`src/rtl/pattern_loader_pkg.sv`:
```
`default_nettype none
// ============================================================================
//  Module   : pattern_loader_pkg
//  Purpose  : Shared board types, pattern codes and LFSR helpers for the loader
//  Revision : 1.0
// ============================================================================
package pattern_loader_pkg;

    localparam int POS_W  = 8;
    localparam int ADDR_W = 12;
    localparam int DATA_W = 16;

    typedef logic [POS_W-1:0]  pos_t;
    typedef logic [ADDR_W-1:0] addr_t;
    typedef logic [DATA_W-1:0] data_t;

    typedef enum logic [2:0] {
        PAT_CLEAR   = 3'd0,
        PAT_GLIDER  = 3'd1,
        PAT_BLINKER = 3'd2,
        PAT_RPENT   = 3'd3,
        PAT_RANDOM  = 3'd4
    } pattern_t;

    typedef enum logic [1:0] {
        ST_IDLE = 2'd0,
        ST_RUN  = 2'd1,
        ST_DONE = 2'd2
    } state_t;

    localparam logic [15:0] LFSR_DEFAULT_SEED = 16'hACE1;

    // Unassigned codes 5-7 collapse to clear
    function automatic pattern_t decode_pattern(input logic [2:0] code);
        case (code)
            3'd1:    return PAT_GLIDER;
            3'd2:    return PAT_BLINKER;
            3'd3:    return PAT_RPENT;
            3'd4:    return PAT_RANDOM;
            default: return PAT_CLEAR;
        endcase
    endfunction

    // x^16+x^14+x^13+x^11+1, shifting left, feedback into the LSB
    function automatic logic [15:0] lfsr_next(input logic [15:0] s);
        return {s[14:0], s[15] ^ s[13] ^ s[12] ^ s[10]};
    endfunction

endpackage
`default_nettype wire

```
`src/rtl/pattern_rom.sv`:
```
`default_nettype none
// ============================================================================
//  Module   : pattern_rom
//  Purpose  : 8x8 seed-pattern ROM; returns one pattern row, bit n = column n
//  Revision : 1.0
// ============================================================================
module pattern_rom
    import pattern_loader_pkg::*;
(
    input  pattern_t   i_pattern,
    input  logic [2:0] i_dy,
    output logic [7:0] o_row
);

    always_comb begin
        o_row = 8'h00;
        case (i_pattern)
            PAT_GLIDER: begin
                case (i_dy)
                    3'd0:    o_row = 8'b0000_0010;
                    3'd1:    o_row = 8'b0000_0100;
                    3'd2:    o_row = 8'b0000_0111;
                    default: o_row = 8'h00;
                endcase
            end
            PAT_BLINKER: begin
                if (i_dy == 3'd1) begin
                    o_row = 8'b0000_0111;
                end
            end
            PAT_RPENT: begin
                case (i_dy)
                    3'd0:    o_row = 8'b0000_0110;
                    3'd1:    o_row = 8'b0000_0011;
                    3'd2:    o_row = 8'b0000_0010;
                    default: o_row = 8'h00;
                endcase
            end
            default: o_row = 8'h00;
        endcase
    end

endmodule
`default_nettype wire

```
`src/rtl/pattern_loader.sv`:
```
`default_nettype none
// ============================================================================
//  Module   : pattern_loader
//  Purpose  : Streams one full board of pattern or LFSR words into the buffer
//  Revision : 1.0
// ============================================================================
module pattern_loader
    import pattern_loader_pkg::*;
#(
    parameter int BOARD_W = 256,
    parameter int BOARD_H = 256,
    parameter int WORD_W  = 16
) (
    input  logic        clk_in,
    input  logic        rst_in,
    input  logic        start_in,
    input  logic [2:0]  pattern_in,
    input  pos_t        x_in,
    input  pos_t        y_in,
    input  logic [15:0] seed_in,
    output addr_t       addr_w_out,
    output data_t       data_w_out,
    output logic        wr_en_out,
    output logic        busy_out,
    output logic        done_out
);

    localparam int C_WORDS_PER_ROW = BOARD_W / WORD_W;
    localparam int C_N_WORDS       = BOARD_W * BOARD_H / WORD_W;
    localparam int C_WCOL_W        = $clog2(C_WORDS_PER_ROW);
    localparam int C_ROW_W         = $clog2(BOARD_H);
    localparam int C_COL_W         = $clog2(BOARD_W);
    localparam int C_BIT_W         = $clog2(WORD_W);
    localparam int C_CNT_W         = C_WCOL_W + C_ROW_W;
    localparam logic [C_CNT_W-1:0] C_LAST = C_CNT_W'(C_N_WORDS - 1);

    state_t               r_state;
    pattern_t             r_pat;
    logic [C_COL_W-1:0]   r_x;
    logic [C_ROW_W-1:0]   r_y;
    logic [15:0]          r_lfsr;
    logic [C_CNT_W-1:0]   r_cnt;
    logic                 r_s1_valid;
    logic [C_CNT_W-1:0]   r_s1_cnt;
    logic [15:0]          r_s1_lfsr;
    logic                 r_fin;
    addr_t                r_addr;
    data_t                r_data;
    logic                 r_wr_en;
    logic                 r_busy;
    logic                 r_done;

    logic                 w_accept;
    logic [C_ROW_W-1:0]   w_row;
    logic [C_WCOL_W-1:0]  w_wcol;
    logic [C_ROW_W-1:0]   w_dy;
    logic                 w_dy_hit;
    logic [7:0]           w_rom_row;
    logic [WORD_W-1:0]    w_pat_bits;
    logic [WORD_W-1:0]    w_rnd_bits;
    data_t                w_word;

    // busy still covers the drain cycles after the FSM is back in IDLE
    assign w_accept = start_in && (r_state == ST_IDLE) && !r_busy;

    always_ff @(posedge clk_in) begin
        if (rst_in) begin
            r_state    <= ST_IDLE;
            r_pat      <= PAT_CLEAR;
            r_x        <= '0;
            r_y        <= '0;
            r_lfsr     <= '0;
            r_cnt      <= '0;
            r_s1_valid <= 1'b0;
            r_s1_cnt   <= '0;
            r_s1_lfsr  <= '0;
            r_fin      <= 1'b0;
        end else begin
            r_s1_valid <= 1'b0;
            r_fin      <= (r_state == ST_DONE);
            case (r_state)
                ST_IDLE: begin
                    if (w_accept) begin
                        r_state <= ST_RUN;
                        r_pat   <= decode_pattern(pattern_in);
                        r_x     <= C_COL_W'(x_in);
                        r_y     <= C_ROW_W'(y_in);
                        r_lfsr  <= (seed_in == 16'h0000) ? LFSR_DEFAULT_SEED : seed_in;
                        r_cnt   <= '0;
                    end
                end
                ST_RUN: begin
                    r_cnt      <= r_cnt + 1'b1;
                    r_lfsr     <= lfsr_next(r_lfsr);
                    r_s1_valid <= 1'b1;
                    r_s1_cnt   <= r_cnt;
                    r_s1_lfsr  <= r_lfsr;
                    if (r_cnt == C_LAST) begin
                        r_state <= ST_DONE;
                    end
                end
                ST_DONE: r_state <= ST_IDLE;
                default: r_state <= ST_IDLE;
            endcase
        end
    end

    assign w_row    = r_s1_cnt[C_CNT_W-1:C_WCOL_W];
    assign w_wcol   = r_s1_cnt[C_WCOL_W-1:0];
    assign w_dy     = w_row - r_y;
    assign w_dy_hit = (w_dy[C_ROW_W-1:3] == '0);

    pattern_rom u_rom (
        .i_pattern (r_pat),
        .i_dy      (w_dy[2:0]),
        .o_row     (w_rom_row)
    );

    // Modular subtraction in C_COL_W bits gives the toroidal wrap for free
    generate
        for (genvar j = 0; j < WORD_W; j++) begin : g_bit
            logic [C_COL_W-1:0] w_dx;
            assign w_dx          = {w_wcol, C_BIT_W'(j)} - r_x;
            assign w_pat_bits[j] = w_dy_hit && (w_dx[C_COL_W-1:3] == '0) && w_rom_row[w_dx[2:0]];
            assign w_rnd_bits[j] = r_s1_lfsr[j % 16];
        end
    endgenerate

    assign w_word = (r_pat == PAT_RANDOM) ? w_rnd_bits : w_pat_bits;

    always_ff @(posedge clk_in) begin
        if (rst_in) begin
            r_addr  <= '0;
            r_data  <= '0;
            r_wr_en <= 1'b0;
            r_busy  <= 1'b0;
            r_done  <= 1'b0;
        end else begin
            r_wr_en <= r_s1_valid;
            r_addr  <= r_s1_valid ? ADDR_W'(r_s1_cnt) : '0;
            r_data  <= r_s1_valid ? w_word : '0;
            r_busy  <= (r_state != ST_IDLE) || r_fin;
            r_done  <= r_fin;
        end
    end

    assign addr_w_out = r_addr;
    assign data_w_out = r_data;
    assign wr_en_out  = r_wr_en;
    assign busy_out   = r_busy;
    assign done_out   = r_done;

endmodule
`default_nettype wire

```
`config.mk`:
```
export PLATFORM = sky130hd
export DESIGN_NAME = pattern_loader
export DESIGN_NICKNAME = d
export VERILOG_FILES = /design/src/rtl/pattern_loader_pkg.sv /design/src/rtl/pattern_rom.sv /design/src/rtl/pattern_loader.sv
export SDC_FILE = /design/constraint.sdc
export NUM_CORES = 1
export LEC_CHECK = 0
export ABC_AREA = 0
export CAP_MARGIN = 20
export CELL_PAD_IN_SITES_DETAIL_PLACEMENT = 0
export CELL_PAD_IN_SITES_GLOBAL_PLACEMENT = 2
export CORE_UTILIZATION = 28
export CTS_CLUSTER_SIZE = 14
export DETAILED_ROUTE_END_ITERATION = 10
export GPL_TIMING_DRIVEN = 0
export PLACE_DENSITY_LB_ADDON = 0.1
export REMOVE_ABC_BUFFERS = 1
export SETUP_SLACK_MARGIN = 0.15
export SYNTH_ARGS = -nofsm -noshare
export SYNTH_HDL_FRONTEND = slang
export SYNTH_HIERARCHICAL = 1
export SYNTH_SLANG_ARGS = --single-unit
```
`constraint.sdc`:
```
create_clock -name clk_in -period 4.26 [get_ports clk_in]
set_input_delay 0.852 -clock clk_in [delete_from_list [all_inputs] [get_ports clk_in]]
set_output_delay 0.852 -clock clk_in [all_outputs]
set_load 0.01 [all_outputs]
```
After elaboration in Yosys (flattened, before gate mapping)
Index checks and enable logic that the tools add are counted.
{"block": "word_totals", "ff_bits": 110, "romBits": 0, "latchBits": 0, "n_memories": 0, "in_bits": 38, "wordCells": 177, "mem_bits_rw": 0, "out_inout_bits": 31}
{"block": "classes", "muxes": 47, "div": 0, "mul": 0, "n_reduce_logical": 62, "n_shift": 0, "n_addsub": 18, "n_eq_ne": 15, "n_bitwise": 4, "order_cmp": 16}
{"cell": "$sub 8x8->8", "count": 17}
{"cell": "$logic_not 5->1", "count": 17}
{"cell": "$lt 3x4->1 const B", "count": 16}
{"cell": "$bmux 1 s3", "count": 16}
{"cell": "$mux 16", "count": 3}
{"cell": "$logic_and 1x1->1", "count": 34}
{"cell": "$pmux 16 s2", "count": 1}
{"cell": "$pmux 12 s2", "count": 1}
{"cell": "$pmux 8 s3", "count": 1}
{"cell": "$pmux 3 s3", "count": 2}
{"cell": "$mux 1", "count": 17}
{"cell": "$logic_not 16->1", "count": 1}
{"cell": "$eq 3x2->1 const B", "count": 5}
{"cell": "$add 12x1->12 const B", "count": 1}
{"cell": "$eq 12x12->1 const B", "count": 1}
{"cell": "$mux 12", "count": 1}
{"cell": "$pmux 3 s4", "count": 1}
{"cell": "$eq 3x1->1 const B", "count": 3}
{"cell": "$eq 3x3->1 const B", "count": 2}
{"cell": "$reduce_and 2->1", "count": 3}
{"cell": "$mux 2", "count": 2}
{"cell": "$ne 2x2->1 const B", "count": 2}
{"cell": "$pmux 2 s2", "count": 1}
{"cell": "$reduce_bool 2->1", "count": 2}
{"cell": "10 further kinds", "count": 12}

Depth between registers and ports, before layout
Gate-level depths: netlist (run 1).
{"block": "depth", "depth_word": 8, "mapped_depth": 12, "depth_no_buf": 12}

Cells and area by module
The synthesis (run 1) kept the hierarchy.
{"module": "pattern_loader", "seq_area_each_um2": 2202.1, "instances": 1, "area_per_inst_um2": 6506.2, "cells_each": 801}
{"module": "pattern_rom", "seq_area_each_um2": 0.0, "instances": 1, "area_per_inst_um2": 111.4, "cells_each": 17}

Worst setup path before layout (run 1)
Ideal clock, no wire load.
{"block": "synth_timing", "path_kind": "register -> register", "startpoint": "register r_s1_cnt[4]", "endpoint": "register r_data[0] (netlist: data_w_out[0])", "stages_incl_launch_ff": 12, "path_slack_ps": 1422, "setup_ps": 67, "required_time_ps": 4193, "t_arrival_ps": 2770, "path_buffers": 0, "period_less_slack_ps": 2838, "path_cell_list": "dfxtp_1 inv_1 ha_1 fa_1 inv_1 or3b_1 a31oi_1 mux2i_1 mux2i_1 o221ai_1 or4_1 o21ai_2"}
{"block": "synth_via", "elab_chain_len": 8, "elab_cells_between_ends": 14, "cone_classes": "add/sub: 1; eq/ne: 2; mux: 7; reduce/logical: 4"}
{"item": "start: declaration", "line": "pattern_loader.sv:44", "source": "logic [C_CNT_W-1:0] r_s1_cnt;"}
{"item": "start signal: assignment", "line": "pattern_loader.sv:96", "source": "r_s1_cnt <= r_cnt;"}
{"item": "$sub 8x8->8 *", "line": "pattern_loader.sv:110", "source": "assign w_dy = w_row - r_y;"}
{"item": "named net w_dy[1]", "line": "pattern_loader.sv:56", "source": "logic [C_ROW_W-1:0] w_dy;"}
{"item": "$eq 3x2->1 (tied with other cells)", "line": "pattern_rom.sv:19, pattern_rom.sv:32"}
{"item": "$pmux 3 s3 (tied with other cells)", "line": "pattern_rom.sv:32", "source": "case (i_dy)"}
{"item": "$pmux 8 s3 *", "line": "pattern_rom.sv:17", "source": "case (i_pattern)"}
{"item": "named net w_rom_row[2]", "line": "pattern_loader.sv:58", "source": "logic [7:0] w_rom_row;"}
{"item": "$bmux 1 s3 *", "line": "pattern_loader.sv:124", "source": "assign w_pat_bits[j] = w_dy_hit && (w_dx[C_COL_W-1:3] == '0) && w_rom_row[w_dx[2:0]];"}
{"item": "$mux 1 (implied by the code) *", "line": "pattern_loader.sv:124"}
{"item": "$logic_and 1x1->1 *", "line": "pattern_loader.sv:124"}
{"item": "$mux 16 *", "line": "pattern_loader.sv:129", "source": "assign w_word = (r_pat == PAT_RANDOM) ? w_rnd_bits : w_pat_bits;"}
{"item": "end signal: assignment", "line": "pattern_loader.sv:141", "source": "r_data <= r_s1_valid ? w_word : '0;"}
{"item": "end: declaration", "line": "pattern_loader.sv:48", "source": "data_t r_data;"}
The timed path passes the listed nets; every way through them passes the cells marked *. The select of a mux whose other input is x is not followed.
A chain may end at the register's enable or synchronous reset.

Worst setup path after layout (run 1)
{"block": "layout_timing", "startpoint": "register r_x[0]", "endpoint": "register r_data[0] (netlist: data_w_out[0])"}
{"block": "layout_via", "elab_chain_len": 5, "elab_cells_between_ends": 7, "cone_classes": "add/sub: 1; mux: 3; reduce/logical: 3"}
{"item": "start: declaration", "line": "pattern_loader.sv:39", "source": "logic [C_COL_W-1:0] r_x;"}
{"item": "start signal: assignment", "line": "pattern_loader.sv:86", "source": "r_x <= C_COL_W'(x_in);"}
{"item": "$sub 8x8->8 *", "line": "pattern_loader.sv:123", "source": "assign w_dx = {w_wcol, C_BIT_W'(j)} - r_x;"}
{"item": "$bmux 1 s3 or $logic_not 5->1 (tied branches)", "line": "pattern_loader.sv:124"}
{"item": "$mux 1 (implied by the code) or $logic_and 1x1->1 (tied branches)", "line": "pattern_loader.sv:124"}
{"item": "$logic_and 1x1->1 *", "line": "pattern_loader.sv:124"}
{"item": "$mux 16 *", "line": "pattern_loader.sv:129"}
Every way passes the cells marked *; elsewhere a longest branch is shown, timed or not. The select of a mux whose other input is x is not followed.

==> results of run 1 <==
-- how the worst max path moves through the flow --
stage / start / to / slack (ps)
final: r_x[0]$_SDFFE_PP0P_ / data_w_out[0]$_SDFF_PP0_ / 710
after detailed placement: r_x[0]$_SDFFE_PP0P_ / data_w_out[0]$_SDFF_PP0_ / 740
after global routing: r_x[0]$_SDFFE_PP0P_ / data_w_out[0]$_SDFF_PP0_ / 470
after CTS: r_x[0]$_SDFFE_PP0P_ / data_w_out[0]$_SDFF_PP0_ / 700
after global placement: start_in / r_cnt[10]$_SDFFE_PP0P_ / -5590
after floorplan: start_in / r_cnt[10]$_SDFFE_PP0P_ / -850
-- registers in the layout, summed over array words and instances (netlist names) --
register and cells:
wr_en_out 1, data_w_out 16, done_out 1, r_y 8, r_state 2, r_s1_lfsr 16, r_s1_cnt 12, r_pat 3
r_lfsr 16, busy_out 1, r_fin 1, r_s1_valid 1, addr_w_out 12, r_cnt 12, r_x 8
-- stage by stage --
step	setup WS [ps]	hold slack (ps)	util
2_1_floorplan	-846	425	-
3_3_place_gp	-5590	445	0.322
3_5_place_dp	736	450	0.329
4_1_cts	696	461	0.343
5_1_grt	473	478	0.344
6_report	713	457	0.344
-- logic make-up (layout without fill, tap and decap cells) --
kind of cell,count (synthesis),count (layout)
compound gates,200,200
xor+xnor,51,51
fa+ha+maj,24,24
buf+inv,93,125
flops,110,110
mux,30,30
other cells,1,5
simple gates,309,309
-- worst max-delay path: stages (launching register included) --
cell	delay, ps
dfxtp_1	830
clkinv_1	420
ha_1	460
xor2_1	470
mux2i_1	240
o221ai_1	230
or4_1	680
o21ai_2	130
-- cells in the mapped netlist (10+ instances only) --
cell,instances,area (sq um)
and2_1,14,87.6
o21ai_2,11,96.3
nand3_1,24,120
xnor2_1,27,236
ha_1,22,275
a31oi_1,21,131
nor2_1,42,158
nand2_1,155,582
mux4_2,10,225
inv_1,29,109
o21ai_0,34,170
buf_2,16,80.1
xor2_1,22,193
clkbuf_1,28,105
dfxtp_1,110,2200
nand2b_1,13,81.3
a21oi_1,81,405
mux2i_1,15,150
-- power by group through the flow --
stage          Sequential [mW]  Combinational [mW]  Clock [mW]
3_5_place_dp              1.12               0.618           0
5_1_grt                   1.10               0.684       0.974
2_1_floorplan             1.11               0.415           0
4_1_cts                   1.10               0.621       0.934
6_report                  1.10               0.618       0.898
3_3_place_gp              1.12               0.591           0
-- cell type report --
class                           count  area share
Clock buffer                       10      0.0304
Clock inverter                      6     0.00954
Inverter                           31      0.0148
Multi-Input combinational cell    619       0.510
Sequential cell                   110       0.280
Tap cell                          313      0.0497
Timing Repair Buffer               78       0.106
-- metal layers --
layer / vias up / global-route usage
li1: 2895 / -
met1: 2809 / 0.223
met2: 123 / 0.272
met3: 17 / 0.0342
met4: 0 / 0.0383
met5: - / 0
==> flow_summary.ini, run 1 <==
[grt]
antenna_found_initial = 0
grt_pass1_vias = 5666
grtUsageTotal = 0.166
grt_pass1_wl_mm = 31.4
grt_max_degree = 83
gr-total-overflow = 0

[layout]
area_growth_pct = 19.0
final_area_sq_um = 7870
drive_above_1_share = 0.0878
multi_input_area_sq_um = 4010
layout.nets = 911
ff_latch_area_sq_um = 2200
final_cell_mix = 155 x nand2_1, 110 x dfxtp_1, 81 x a21oi_1
stdcell_count = 1167
antenna_cells = 0
fillers = 2447
final_common_cell = nand2_1

[die]
rows = 55
die_area_sq_um = 24300
core_area_sq_um = 22900
die_height_um = 156
start_util = 0.289
die_x_um = 156
io_pins = 69

[power]
p_total_mw = 2.61
seqPwrFrac = 0.419
p_clk_frac = 0.344
switchingPower_mw = 0.804
power_density_nw_per_um2 = 332
leakage_nw = 2.76
swShare = 0.308
peakVddDrop_v = 0.000172
p_int_mw = 1.81
p_comb_frac = 0.237

[clock_network]
cts_sinks = 110
cts_tree = built
cts_setup_buffers = 0
clkTransAtPathRegs_ps = 80
holdBufCountCts = 0
clock_latency_ps = 360
cts_root_buffer = clkbuf_16
ctsResizeCount = 0
htree_levels = 3
cts_max_path_buffers = 2
cts_buffers = 9

[routing]
routed_via_density = 5.01
first_iter_violations = 314
wl_per_cell_um = 16.9
wl_met3_um = 785
route.met2.wl_mm = 9.21
drtPass1Iterations = 5
wl_met1_mm = 9.49
ant_nets = 0
top_layer_used = met4
drt-total-wl_mm = 19.8
drc = 0
vias = 5844

[placed_design]
port_buffers = 68
post-place-cells = 1150
placed_area_sq_um = 7550
gp_congestion = 0.856
dp_hpwl_mm = 14.3

[yosys]
ys_ff_latch = 110
synthSimpleGateAreaFrac = 0.223
synth_top_family_by_area = simple AND/OR/NAND/NOR gates
synth_adder_area_share = 0.0476
synth-edff-count = 0
syn_area_sq_um = 6620
synth-xor-area-share = 0.0698
muxShareOfSynthArea = 0.0698
yosys_warnings = 6
synth_compound_area_frac = 0.191
postSynthCellCount = 818
ys_types = 76
syn_area_per_cell_sq_um = 8.09
async_flop_share = 0
ys_seq_area_frac = 0.333
synth_flop_cell = dfxtp_1

[sta]
clock_skew_ps = 14.9
report.final.slew_viol_count = 0
finalCriticalPeriod_ps = 3550
fmax_mhz = 282
rsz0062_at_grt = false
relSlewSlack = 0.328
hold_viol = 0
worst_pin_slew_ps = 1010
finalSetupViolations = 0
fin_crit_sh = 0.833
fin_setup_tns_ps = 0

[setup_path]
critical_path.max_fanout = 20
cp-start-kind = flop
timing.rr.start = r_x[0]$_SDFFE_PP0P_
cp_data_arrival_time_ps = 3820
r2r-end = data_w_out[0]$_SDFF_PP0_
r2r_slack_ps = 710
cp.required_ps = 4540
criticalPathCategory = flop to flop
cp-end-kind = flop
rr_worst_depth = 7

[worst_hold_path]
holdPathEnd = r_s1_lfsr[1]$_SDFFE_PP0P_
hp-class = flop to flop
whs_path_depth = 2
min-delay-start = r_s1_lfsr[1]$_SDFFE_PP0P_

[run]
maxCapViolCount = 0

[run_status]
outcome = completed
Note: power is estimated with default switching activity, not from simulation.
==> inputs of run 2 (changes only) <==
clock period = 3.2 ns   (was 4.26 ns; I/O delays follow)
==> run 2 against run 1 <==
Net effect:
- wire length rose by 0.63%
- sequential power rose by 33%
- highest routed layer unchanged
- die area did not move
- via count fell by 0.36%
- clock skew fell by 1.6 ps
- critical path depth rose by 4
- final area rose by 2.0%
==> flow_summary.ini, run 2 (same netlist as run 1, synthesis figures left out) <==
[routing]
drc = 0
routed_via_density = 4.98
drt-total-wl_mm = 19.9
wl_per_cell_um = 17.0
drtPass1Iterations = 5
ant_nets = 0
first_iter_violations = 330
vias = 5823

[placed_design]
dp_hpwl_mm = 14.3
dpl_worst_slack_ps = -324
port_buffers = 68
post-place-cells = 1150
gp_congestion = 0.856

[layout]
fillers = 2432
stdcell_count = 1170
layout.nets = 914
final_cell_mix = 155 x nand2_1, 106 x dfxtp_1, 78 x a21oi_1
final_common_cell = nand2_1
drive_above_1_share = 0.119
area_growth_pct = 21.3
multi_input_area_sq_um = 4140
antenna_cells = 0
ff_latch_area_sq_um = 2210

[sta]
relSlewSlack = 0.366
finalSetupViolations = 0
fin_crit_sh = 0.954
finalCriticalPeriod_ps = 3050
worst_pin_slew_ps = 949
fin_ws_ps = 147
hold_viol = 0
fin_setup_tns_ps = 0
report.final.slew_viol_count = 0
fmax_mhz = 328
fin_hold_ws_ps = 457
clock_skew_ps = 13.2
rsz0062_at_grt = true

[setup_path]
r2r-end = data_w_out[8]$_SDFF_PP0_
setup.worst_path.end = data_w_out[8]$_SDFF_PP0_
cp.required_ps = 3480
rr_worst_depth = 11
cp_data_arrival_time_ps = 3340
cp-end-kind = flop
crit_slowest_cell = or4_4
r2r_slack_ps = 150
path_cells = inv_2 -> ha_4 -> fa_1 -> inv_2 -> or3b_4 -> a31oi_4 -> mux2i_1 -> mux2i_1 -> o221ai_2 -> or4_4 -> o21ai_2
cp-start-kind = flop
timing.rr.start = r_s1_cnt[4]$_SDFFE_PP0P_
critical_path.max_fanout = 5
worstSetupStartpoint = r_s1_cnt[4]$_SDFFE_PP0P_
criticalPathCategory = flop to flop
cpPeakStageDelay_ps = 590

[grt]
grt_pass1_wl_mm = 31.7
grt_pass1_vias = 5727
grtUsageTotal = 0.167
gr-total-overflow = 0
antenna_found_initial = 0
grt_max_degree = 83

[die]
core_area_sq_um = 22900
rows = 55
die_height_um = 156
die_area_sq_um = 24300
start_util = 0.289
die_x_um = 156
io_pins = 69

[run]
maxCapViolCount = 0

[clock_network]
cts_root_buffer = clkbuf_16
holdBufCountCts = 0
htree_levels = 3
cts_max_path_buffers = 2
clock_latency_ps = 360
cts_buffers = 9
cts_tree = built
cts_sinks = 110
clkTransAtPathRegs_ps = 80

[power]
power_density_nw_per_um2 = 438
leakage_nw = 2.80
peakVddDrop_v = 0.000230

[worst_hold_path]
whs_path_depth = 2
hp-class = flop to flop

[run_status]
outcome = completed
run 2: changes by cell type in the layout (fill, tap and decap cells not counted), moves of 2 or more:
cell	delta
dfxtp_2	+3
a21oi_4	+2
or4_4	+6
or4_1	-6
ha_4	+2
inv_1	-2
a21oi_1	-3
buf_4	+3
mux2i_2	+2
inv_2	+2
mux2i_1	-2
dfxtp_1	-4
ha_1	-2
run 2: layer usage:
| metal | part of all wire | global-route usage | wire length [um] |
|---|---|---|---|
| met1 | 0.49 | 0.225 | 9690 |
| met2 | 0.46 | 0.274 | 9180 |
| met3 | 0.037 | 0.0333 | 740 |
| met4 | 0.014 | 0.0378 | 273 |
| met5 | 0 | 0 | 0 |
run 2: how the worst min path moves through the flow:
stage | startpoint | to | slack, ps
2_1_floorplan | r_s1_lfsr[15]$_SDFFE_PP0P_ | data_w_out[15]$_SDFF_PP0_ | 420
3_3_place_gp | r_fin$_SDFF_PP0_ | busy_out$_SDFF_PP0_ | 440
3_5_place_dp | r_s1_lfsr[8]$_SDFFE_PP0P_ | data_w_out[8]$_SDFF_PP0_ | 450
4_1_cts | r_s1_lfsr[1]$_SDFFE_PP0P_ | r_s1_lfsr[1]$_SDFFE_PP0P_ | 460
5_1_grt | r_y[5]$_SDFFE_PP0P_ | r_y[5]$_SDFFE_PP0P_ | 480
6_report | r_s1_lfsr[1]$_SDFFE_PP0P_ | r_s1_lfsr[1]$_SDFFE_PP0P_ | 460
run 2: power breakdown:
part / total [mW] / internal [mW] / leakage, nW / switching, mW
clock network: 1.20 / 0.642 / 0.152 / 0.559
logic: 0.855 / 0.367 / 1.75 / 0.488
registers: 1.46 / 1.41 / 0.894 / 0.0484
total: 3.52 / 2.42 / 2.80 / 1.10
run 2: critical path, delay by kind of cell, from the launching register on:
family,cells,cell delay (ps)
AO/OA/AOI/OAI,3,540
adder cells (fa/ha/maj),2,640
buffers and inverters,2,140
flip-flops,1,350
multiplexers,2,310
AND/OR/NAND/NOR,2,1000
run 2: final cells by class:
cell class,instances,share of cell area
multi-input combinational,619,0.515
clock buffer,10,0.0298
sequential,110,0.275
tap,313,0.0488
timing repair buffer,81,0.107
inverter,31,0.0145
clock inverter,6,0.00935
run 2: timing repair:
action,4_1_cts,5_1_grt
pin swaps,2,7
resized for setup,21,12
setup buffers,2,1
setup endpoints to repair,14,12
run 2: through the flow:
step / total power [mW] / cell area (sq um) / utilization
floorplan: 2.03 / 6310 / -
global placement: 2.28 / 7380 / 0.322
detailed placement: 2.31 / 7550 / 0.329
CTS: 3.55 / 7970 / 0.348
global route: 3.71 / 8030 / 0.350
finish: 3.52 / 8030 / 0.350
